[config.mk]
export PLATFORM = sky130hd
export DESIGN_NAME = fmap_buf_reader
export DESIGN_NICKNAME = d
export VERILOG_FILES = /design/src/rtl/fmap_buf_reader.sv
export SDC_FILE = /design/constraint.sdc
export NUM_CORES = 1
export LEC_CHECK = 0
export CAP_MARGIN = 20
export CORE_MARGIN = 2
export CORE_UTILIZATION = 30
export CTS_CLUSTER_SIZE = 12
export DETAILED_ROUTE_END_ITERATION = 7
export SLEW_MARGIN = 0
export SYNTH_ARGS = -nofsm -noshare
export SYNTH_HDL_FRONTEND = slang
export SYNTH_SLANG_ARGS = --single-unit
export TNS_END_PERCENT = 100
[constraint.sdc]
create_clock -name clock -period 3.6 [get_ports clock]
set_input_delay 0.54 -clock clock [delete_from_list [all_inputs] [get_ports clock]]
set_output_delay 0.54 -clock clock [all_outputs]
set_load 0.005 [all_outputs]
[src/rtl/fmap_buf_reader.sv]
// fmap_buf_reader: streams one frame of NUM_WORDS feature-map words out of
// RAM port B, starting at BASE_ADDR. Reads are issued only when the output
// FIFO is guaranteed to have room once they land. This means back-pressure
// on the valid/ready stream never drops data.
module fmap_buf_reader #(
    parameter int DATA_WIDTH      = 16,
    parameter int POOL_ADDR_WIDTH = 10,
    parameter int NUM_WORDS       = 784,
    parameter int BASE_ADDR       = 0,
    parameter int RD_LATENCY      = 2,
    parameter int FIFO_DEPTH      = 4
) (
    input  logic                       clock,
    input  logic                       reset,
    input  logic                       start,
    output logic                       busy,
    output logic                       done,
    output logic                       rden_b,
    output logic                       wren_b,
    output logic [POOL_ADDR_WIDTH-1:0] address_b_t,
    input  logic [DATA_WIDTH-1:0]      q_b,
    output logic [DATA_WIDTH-1:0]      data_out,
    output logic                       data_valid,
    input  logic                       data_ready
);

    localparam logic [1:0] S_IDLE  = 2'd0;
    localparam logic [1:0] S_ISSUE = 2'd1;
    localparam logic [1:0] S_DRAIN = 2'd2;
    localparam logic [1:0] S_DONE  = 2'd3;

    localparam int CNT_W  = $clog2(NUM_WORDS + 1);
    localparam int PTR_W  = $clog2(FIFO_DEPTH);
    localparam int FCNT_W = $clog2(FIFO_DEPTH + 1);

    localparam logic [CNT_W-1:0]           LAST_IDX  = CNT_W'(NUM_WORDS - 1);
    localparam logic [PTR_W-1:0]           LAST_PTR  = PTR_W'(FIFO_DEPTH - 1);
    localparam logic [POOL_ADDR_WIDTH-1:0] BASE      = POOL_ADDR_WIDTH'(BASE_ADDR);
    localparam logic [FCNT_W:0]            DEPTH_LIM = (FCNT_W + 1)'(FIFO_DEPTH);

    logic [1:0]            state;
    logic [CNT_W-1:0]      issue_cnt;
    logic [CNT_W-1:0]      pop_cnt;
    logic [RD_LATENCY-1:0] rd_pipe;
    logic [DATA_WIDTH-1:0] fifo_mem [FIFO_DEPTH];
    logic [PTR_W-1:0]      wr_ptr;
    logic [PTR_W-1:0]      rd_ptr;
    logic [FCNT_W-1:0]     fifo_count;
    logic [FCNT_W-1:0]     inflight;
    logic                  credit_ok;
    logic                  push;
    logic                  pop;

    assign wren_b     = 1'b0;
    assign busy       = (state != S_IDLE);
    assign done       = (state == S_DONE);
    assign push       = rd_pipe[RD_LATENCY-1];
    assign data_valid = (fifo_count != '0);
    assign pop        = data_valid && data_ready;
    assign data_out   = data_valid ? fifo_mem[rd_ptr] : '0;

    // Every word either waiting in the FIFO or still in flight owns a slot.
    // This keeps the FIFO from overflowing. A pop happening in the same
    // cycle is deliberately not credited.
    assign credit_ok  = ({1'b0, fifo_count} + {1'b0, inflight}) < DEPTH_LIM;
    assign rden_b     = (state == S_ISSUE) && credit_ok;

    // Count reads that are issued but whose data has not yet reached the FIFO
    always_comb begin
        inflight = '0;
        for (int unsigned i = 0; i < RD_LATENCY; i++) begin
            inflight = inflight + FCNT_W'(rd_pipe[i]);
        end
    end

    // Frame sequencing: issue addresses, then wait for the sink to drain
    always_ff @(posedge clock or posedge reset) begin
        if (reset) begin
            state       <= S_IDLE;
            address_b_t <= BASE;
            issue_cnt   <= '0;
            pop_cnt     <= '0;
        end else begin
            if (pop) begin
                pop_cnt <= pop_cnt + CNT_W'(1);
            end
            case (state)
                S_IDLE: begin
                    if (start) begin
                        state       <= S_ISSUE;
                        address_b_t <= BASE;
                        issue_cnt   <= '0;
                        pop_cnt     <= '0;
                    end
                end
                S_ISSUE: begin
                    if (rden_b) begin
                        address_b_t <= address_b_t + POOL_ADDR_WIDTH'(1);
                        issue_cnt   <= issue_cnt + CNT_W'(1);
                        if (issue_cnt == LAST_IDX) begin
                            state <= S_DRAIN;
                        end
                    end
                end
                S_DRAIN: begin
                    if (pop && (pop_cnt == LAST_IDX)) begin
                        state <= S_DONE;
                    end
                end
                default: begin
                    state <= S_IDLE;
                end
            endcase
        end
    end

    // Track each issued read until its data appears on q_b
    always_ff @(posedge clock or posedge reset) begin
        if (reset) begin
            rd_pipe <= '0;
        end else begin
            rd_pipe[0] <= rden_b;
            for (int unsigned i = 1; i < RD_LATENCY; i++) begin
                rd_pipe[i] <= rd_pipe[i-1];
            end
        end
    end

    // FIFO pointers and occupancy; simultaneous push and pop cancel out
    always_ff @(posedge clock or posedge reset) begin
        if (reset) begin
            wr_ptr     <= '0;
            rd_ptr     <= '0;
            fifo_count <= '0;
        end else begin
            if (push) begin
                wr_ptr <= (wr_ptr == LAST_PTR) ? '0 : wr_ptr + PTR_W'(1);
            end
            if (pop) begin
                rd_ptr <= (rd_ptr == LAST_PTR) ? '0 : rd_ptr + PTR_W'(1);
            end
            case ({push, pop})
                2'b10:   fifo_count <= fifo_count + FCNT_W'(1);
                2'b01:   fifo_count <= fifo_count - FCNT_W'(1);
                default: ;
            endcase
        end
    end

    // FIFO storage captures returning RAM data
    always_ff @(posedge clock) begin
        if (push) begin
            fifo_mem[wr_ptr] <= q_b;
        end
    end

endmodule

==> impl_metrics.yaml, run 1 <==
global_routing:
  grt_pass1_wl_um: 14100
  grt_max_degree: 42
  track_usage: 0.112
  grt_pass1_vias: 2757
  grt_overflow: 0
  antenna_found_initial: 0
clocking:
  cts_inserted_buffers: 9
  cts_root_buffer: "clkbuf_16"
  cts_hold_buf: 0
  ctsResizeCount: 0
  clkSlewWorstSetupHoldPaths_ns: 0.07
  cts_sinks: 105
  post_cts_buffers: 0
  htreeDepth: 3
  clock_latency_ns: 0.34
  ctsLongestPathBuffers: 2
  cts_tree: "yes"
setup_path:
  path_class: "flip-flop to output pin"
  critPathCaptureType: "output pin"
  arrival_ns: 2.44
  r2r_start: "state[1]"
  critPathRequiredTime_ns: 3.06
  startpoint: "rd_pipe[1]"
  cp-start-kind: "flip-flop"
  cp_max_fo: 9
timing:
  post-route-period-util: 0.828
  maxSlewViolCount: 0
  rsz0062_at_grt: "no"
  fin_ws_ns: 0.621
  worst_pin_slew_ns: 0.901
  tns_ns: 0
  finalHoldViolations: 0
  final-setup-viol-count: 0
  holdWs_ns: 0.395
  max-slew-margin-rel: 0.399
  skew_ns: 0.00586
  post-route-min-period_ns: 2.98
  max_freq_mhz: 336
synth:
  synthesis.nets: 369
  synth.top_cell.area_share: 0.408
  yosys_most_used_dff: "edfxtp_1"
  synth_compound_area_frac: 0.0417
  synth_top_cell_by_area: "edfxtp_1"
  synth_warnings: 0
  synth.area.top_cells: "edfxtp_1 41%, dfrtp_1 22%, mux4_2 7.7%, ha_1 4.3%, xor2_1 3.5%"
  synth_area_um2: 4710
  synth_top_family_by_area: "simple AND/OR/NAND/NOR gates"
  synthSimpleGateAreaFrac: 0.116
  synthXorXnorAreaFrac: 0.0502
  ys_seq_area_frac: 0.626
  syn_avg_cell_area_um2: 14.2
  async_reset_ff_frac: 0.390
  synth-adder-area-share: 0.0468
  synth_cell_type_count: 48
  ys_ff_latch: 105
  synth_edf_count: 64
  syn_inst: 332
  synthMuxAreaShare: 0.0922
drt:
  ant_nets: 0
  vias: 2698
  drt_wl_total_um: 8640
  drt_iter0_markers: 151
  drt_pass1_iterations: 4
  wl_per_cell_um: 14.4
  viasPerCell: 4.50
  drc_errors: 0
final_layout:
  diodes: 0
  syn_to_final_growth_pct: 21.5
  num-nets-final: 420
  layout-drive-gt1-share: 0.111
  final_cell_area_um2: 5720
  final_common_cell: "edfxtp_1"
  final_cell_mix: "64 x edfxtp_1, 49 x clkdlybuf4s50_1, 41 x dfrtp_1, 34 x nor2_1, 23 x and2_1"
place:
  place_area_um2: 5410
  pre_cts_ws_ns: 0.981
  dp_hpwl_um: 5450
  place_congestion: 0.772
  io_buffers: 49
die:
  die_height_um: 129
  core_area_um2: 15300
  die_area_um2: 16700
  pin_count: 51
  fp-row-count: 45
  start_util: 0.309
  fp.dieW_um: 129
job:
  max_cap_viol_count: 0
pwr:
  leakage_nw: 2.14
  p_total_mw: 4.49
  power_density_nw_per_um2: 784
  ir_drop_uv: 430
min_path:
  hold_class: "flip-flop to flip-flop"
  hp-start: "rd_pipe[0]"
run_status:
  status: "finished, final reports clean"
[critical path, cell delays in order (launching register included)]
cell             delay (ns)
dfrtp_1                0.46
ha_1                   0.22
ha_1                   0.28
a311oi_1               0.29
buf_4                  0.19
and2_1                 0.15
clkdlybuf4s50_1        0.50
[synthesized netlist by cell type, types with 3 or more instances]
cell type and n:
nor3_1 6, nand4_1 8, mux2i_1 4, clkbuf_1 6
or3_1 3, xor2_1 19, inv_1 12, o21ai_0 6
xnor2_1 8, and3_1 5, nor2_1 34, edfxtp_1 64
a21oi_1 3, nand3_1 10, and2_1 23, dfrtp_1 41
mux4_2 16, ha_1 16, nand2_1 14
[kinds of logic after synthesis]
| kind of cell | count (synthesis) |
|---|---|
| multiplexers | 23 |
| adder cells (fa/ha/maj) | 17 |
| flip-flops | 105 |
| AND/OR/NAND/NOR | 108 |
| other | 1 |
| XOR/XNOR | 27 |
| buffers and inverters | 25 |
| AO/OA/AOI/OAI | 26 |
[where the power goes]
group	internal, mW	switching (mW)	total, mW
clock	0.557	0.454	1.01
combinational	0.911	0.685	1.60
sequential	1.62	0.255	1.88
[final timing paths]
check	slack [ns]	cells past startpoint	end
setup reg to reg	1.04	7	address_b_t[9]
hold reg to reg	0.40	0	rd_pipe[1]
hold / removal	0.40	0	rd_pipe[1]
min in group asynchronous	0.65	3	pop_cnt[2]
max in group asynchronous	2.58	3	issue_cnt[3]
setup / recovery	0.62	6	rden_b
[state kept, by name, summed over array words and instances (netlist names), 3 cells and up]
signal,count
issue_cnt,10
address_b_t,10
fifo_mem,64
pop_cnt,10
fifo_count,3
[metrics by stage]
| step | utilization | std cells |
|---|---|---|
| final | 0.375 | 599 |
| after global routing | 0.375 | 599 |
| after CTS | 0.375 | 599 |
| after detailed placement | 0.355 | 583 |
| after global placement | 0.355 | 583 |
| after floorplan | - | 332 |
[final cells by class]
cell class / instances / area (um2)
fill: 1445 / 9540
clock inverter: 6 / 78.8
sequential: 105 / 2950
clock buffer: 10 / 229
tap: 211 / 264
multi-input combinational: 202 / 1640
inverter: 12 / 45.0
timing repair buffer: 53 / 520
[per-layer routing]
layer	global-route usage	wire, um	up-vias	part of all wire
li1	-	-	1300	-
met1	0.137	3860	1342	0.45
met2	0.189	4350	48	0.50
met3	0.0347	338	8	0.039
met4	0.0345	94	0	0.011
met5	0	0	-	0
Power figures use the tool's default switching activity.
==> run 2: changes to the inputs <==
==> constraint.sdc (replaced) <==
create_clock -name clock -period 3 [get_ports clock]
set_input_delay 0.45 -clock clock [delete_from_list [all_inputs] [get_ports clock]]
set_output_delay 0.45 -clock clock [all_outputs]
set_load 0.005 [all_outputs]
==> run 2 against run 1 <==
Against the previous run:
- critical path depth shrank 1
- clock-buffer cell count shrank 1
- sequential share of layout area shrank 0.32 points
- die area is the same
- largest cell class unchanged
==> impl_metrics.yaml, run 2 (same netlist as run 1, synthesis figures left out) <==
clocking:
  cts_root_buffer: "clkbuf_16"
  post_cts_buffers: 0
  ctsLongestPathBuffers: 2
  cts_inserted_buffers: 9
  cts_tree: "yes"
  clkSlewWorstSetupHoldPaths_ns: 0.07
  clock_latency_ns: 0.35
  cts_sinks: 105
  htreeDepth: 3
timing:
  post-route-period-util: 0.937
  rsz0062_at_grt: "no"
  max-slew-margin-rel: 0.398
  final-setup-viol-count: 0
  tns_ns: 0
  skew_ns: 0.00985
  maxSlewViolCount: 0
  finalHoldViolations: 0
  worst_pin_slew_ns: 0.903
  max_freq_mhz: 356
  post-route-min-period_ns: 2.81
drt:
  drc_errors: 0
  vias: 2788
  viasPerCell: 4.61
  drt_wl_total_um: 8760
  ant_nets: 0
  wl_per_cell_um: 14.5
  drt_iter0_markers: 156
  drt_pass1_iterations: 4
die:
  core_area_um2: 15300
  fp.dieW_um: 129
  die_area_um2: 16700
  die_height_um: 129
  fp-row-count: 45
  start_util: 0.309
  pin_count: 51
setup_path:
  rrSetupSlack_ns: 0.48
  path_class: "flip-flop to output pin"
  arrival_ns: 2.36
  critPathRequiredTime_ns: 2.55
  r2r_start: "rd_pipe[1]"
  cp-start-kind: "flip-flop"
  cp_max_fo: 9
  critPathCaptureType: "output pin"
  rr_endpoint: "address_b_t[9]"
  reg2regPathDepth: 7
place:
  place_congestion: 0.754
  dp_hpwl_um: 5800
  dp.cells: 588
  io_buffers: 49
global_routing:
  busiest_layer: "met2"
  met2_usage: 0.186
  grt_pass1_vias: 2743
  grt_overflow: 0
  antenna_found_initial: 0
  grt_pass1_wl_um: 14400
  grtUsageMet3: 0.0351
  grt_max_degree: 42
  grt_use_met1: 0.143
  track_usage: 0.114
final_layout:
  regMostFlops: "fifo_mem"
  final_common_cell: "edfxtp_1"
  instances_no_fill: 605
  largest_reg_flops: 64
  diodes: 0
  syn_to_final_growth_pct: 22.3
  num-nets-final: 426
  final_cell_mix: "64 x edfxtp_1, 49 x clkdlybuf4s50_1, 41 x dfrtp_1, 34 x nor2_1, 23 x and2_1"
  layout-drive-gt1-share: 0.129
pwr:
  leakage_nw: 2.17
  ir_drop_uv: 419
  power_density_nw_per_um2: 930
  p_total_mw: 5.35
min_path:
  min_path_cells: 0
  hold_class: "flip-flop to flip-flop"
  hp-start: "rd_pipe[0]"
  holdPathEnd: "rd_pipe[1]"
job:
  max_cap_viol_count: 0
run_status:
  status: "finished, final reports clean"
-- run 2: changes by cell type in the layout (fill, tap and decap cells not counted) --
cell	delta
inv_8	-1
buf_4	+5
clkbuf_1	-1
clkinv_4	+1
buf_6	+1
clkinv_8	+1
a311oi_1	-1
clkinv_2	+2
a311oi_2	+1
bufinv_16	-1
inv_6	-1
-- run 2: worst max path at each step --
stage                     from             end  slack (ns)
CTS                 rd_pipe[1]          rden_b        0.14
global placement    rd_pipe[1]  address_b_t[9]        0.51
floorplan           rd_pipe[1]        state[1]        0.79
global route        rd_pipe[1]          rden_b        0.07
detailed placement  rd_pipe[1]  address_b_t[9]        0.41
finish              rd_pipe[1]          rden_b        0.19
-- run 2: final cells by class --
cell class,instances,area [um2]
multi-input cells,202,1640
clock buffers,9,225
clock inverters,7,63.8
well taps,211,264
flip-flops and latches,105,2950
inverters,12,45.0
fillers,1452,9500
repair buffers,59,569
-- run 2: critical path, stage by stage, from the launching register on --
cell             delay (ns)
dfrtp_1                0.46
ha_1                   0.22
ha_1                   0.30
a311oi_2               0.31
and2_1                 0.21
clkdlybuf4s50_1        0.51
-- run 2: per-layer routing --
layer / wire length (um) / up-vias
met2: 4430 / 53
li1: - / 1313
met3: 378 / 11
met4: 136 / 0
met1: 3820 / 1411
met5: 0 / -
-- run 2: timing repair --
action,in CTS,in global routing
resized for setup,0,1
setup endpoints to repair,0,1
hold buffers,0,0
-- run 2: where the power goes --
part | internal [mW] | switching [mW]
logic | 1.13 | 0.905
clock network | 0.580 | 0.540
registers | 1.95 | 0.256
-- run 2: through the flow --
stage / util / hold slack, ns / setup slack, ns / area (um2)
3_5_place_dp: 0.357 / 0.380 / 0.409 / 5450
2_1_floorplan: - / 0.360 / 0.789 / 4710
5_1_grt: 0.377 / 0.387 / 0.0738 / 5760
3_3_place_gp: 0.357 / 0.368 / 0.510 / 5450
4_1_cts: 0.376 / 0.387 / 0.141 / 5740
6_report: 0.377 / 0.384 / 0.188 / 5760
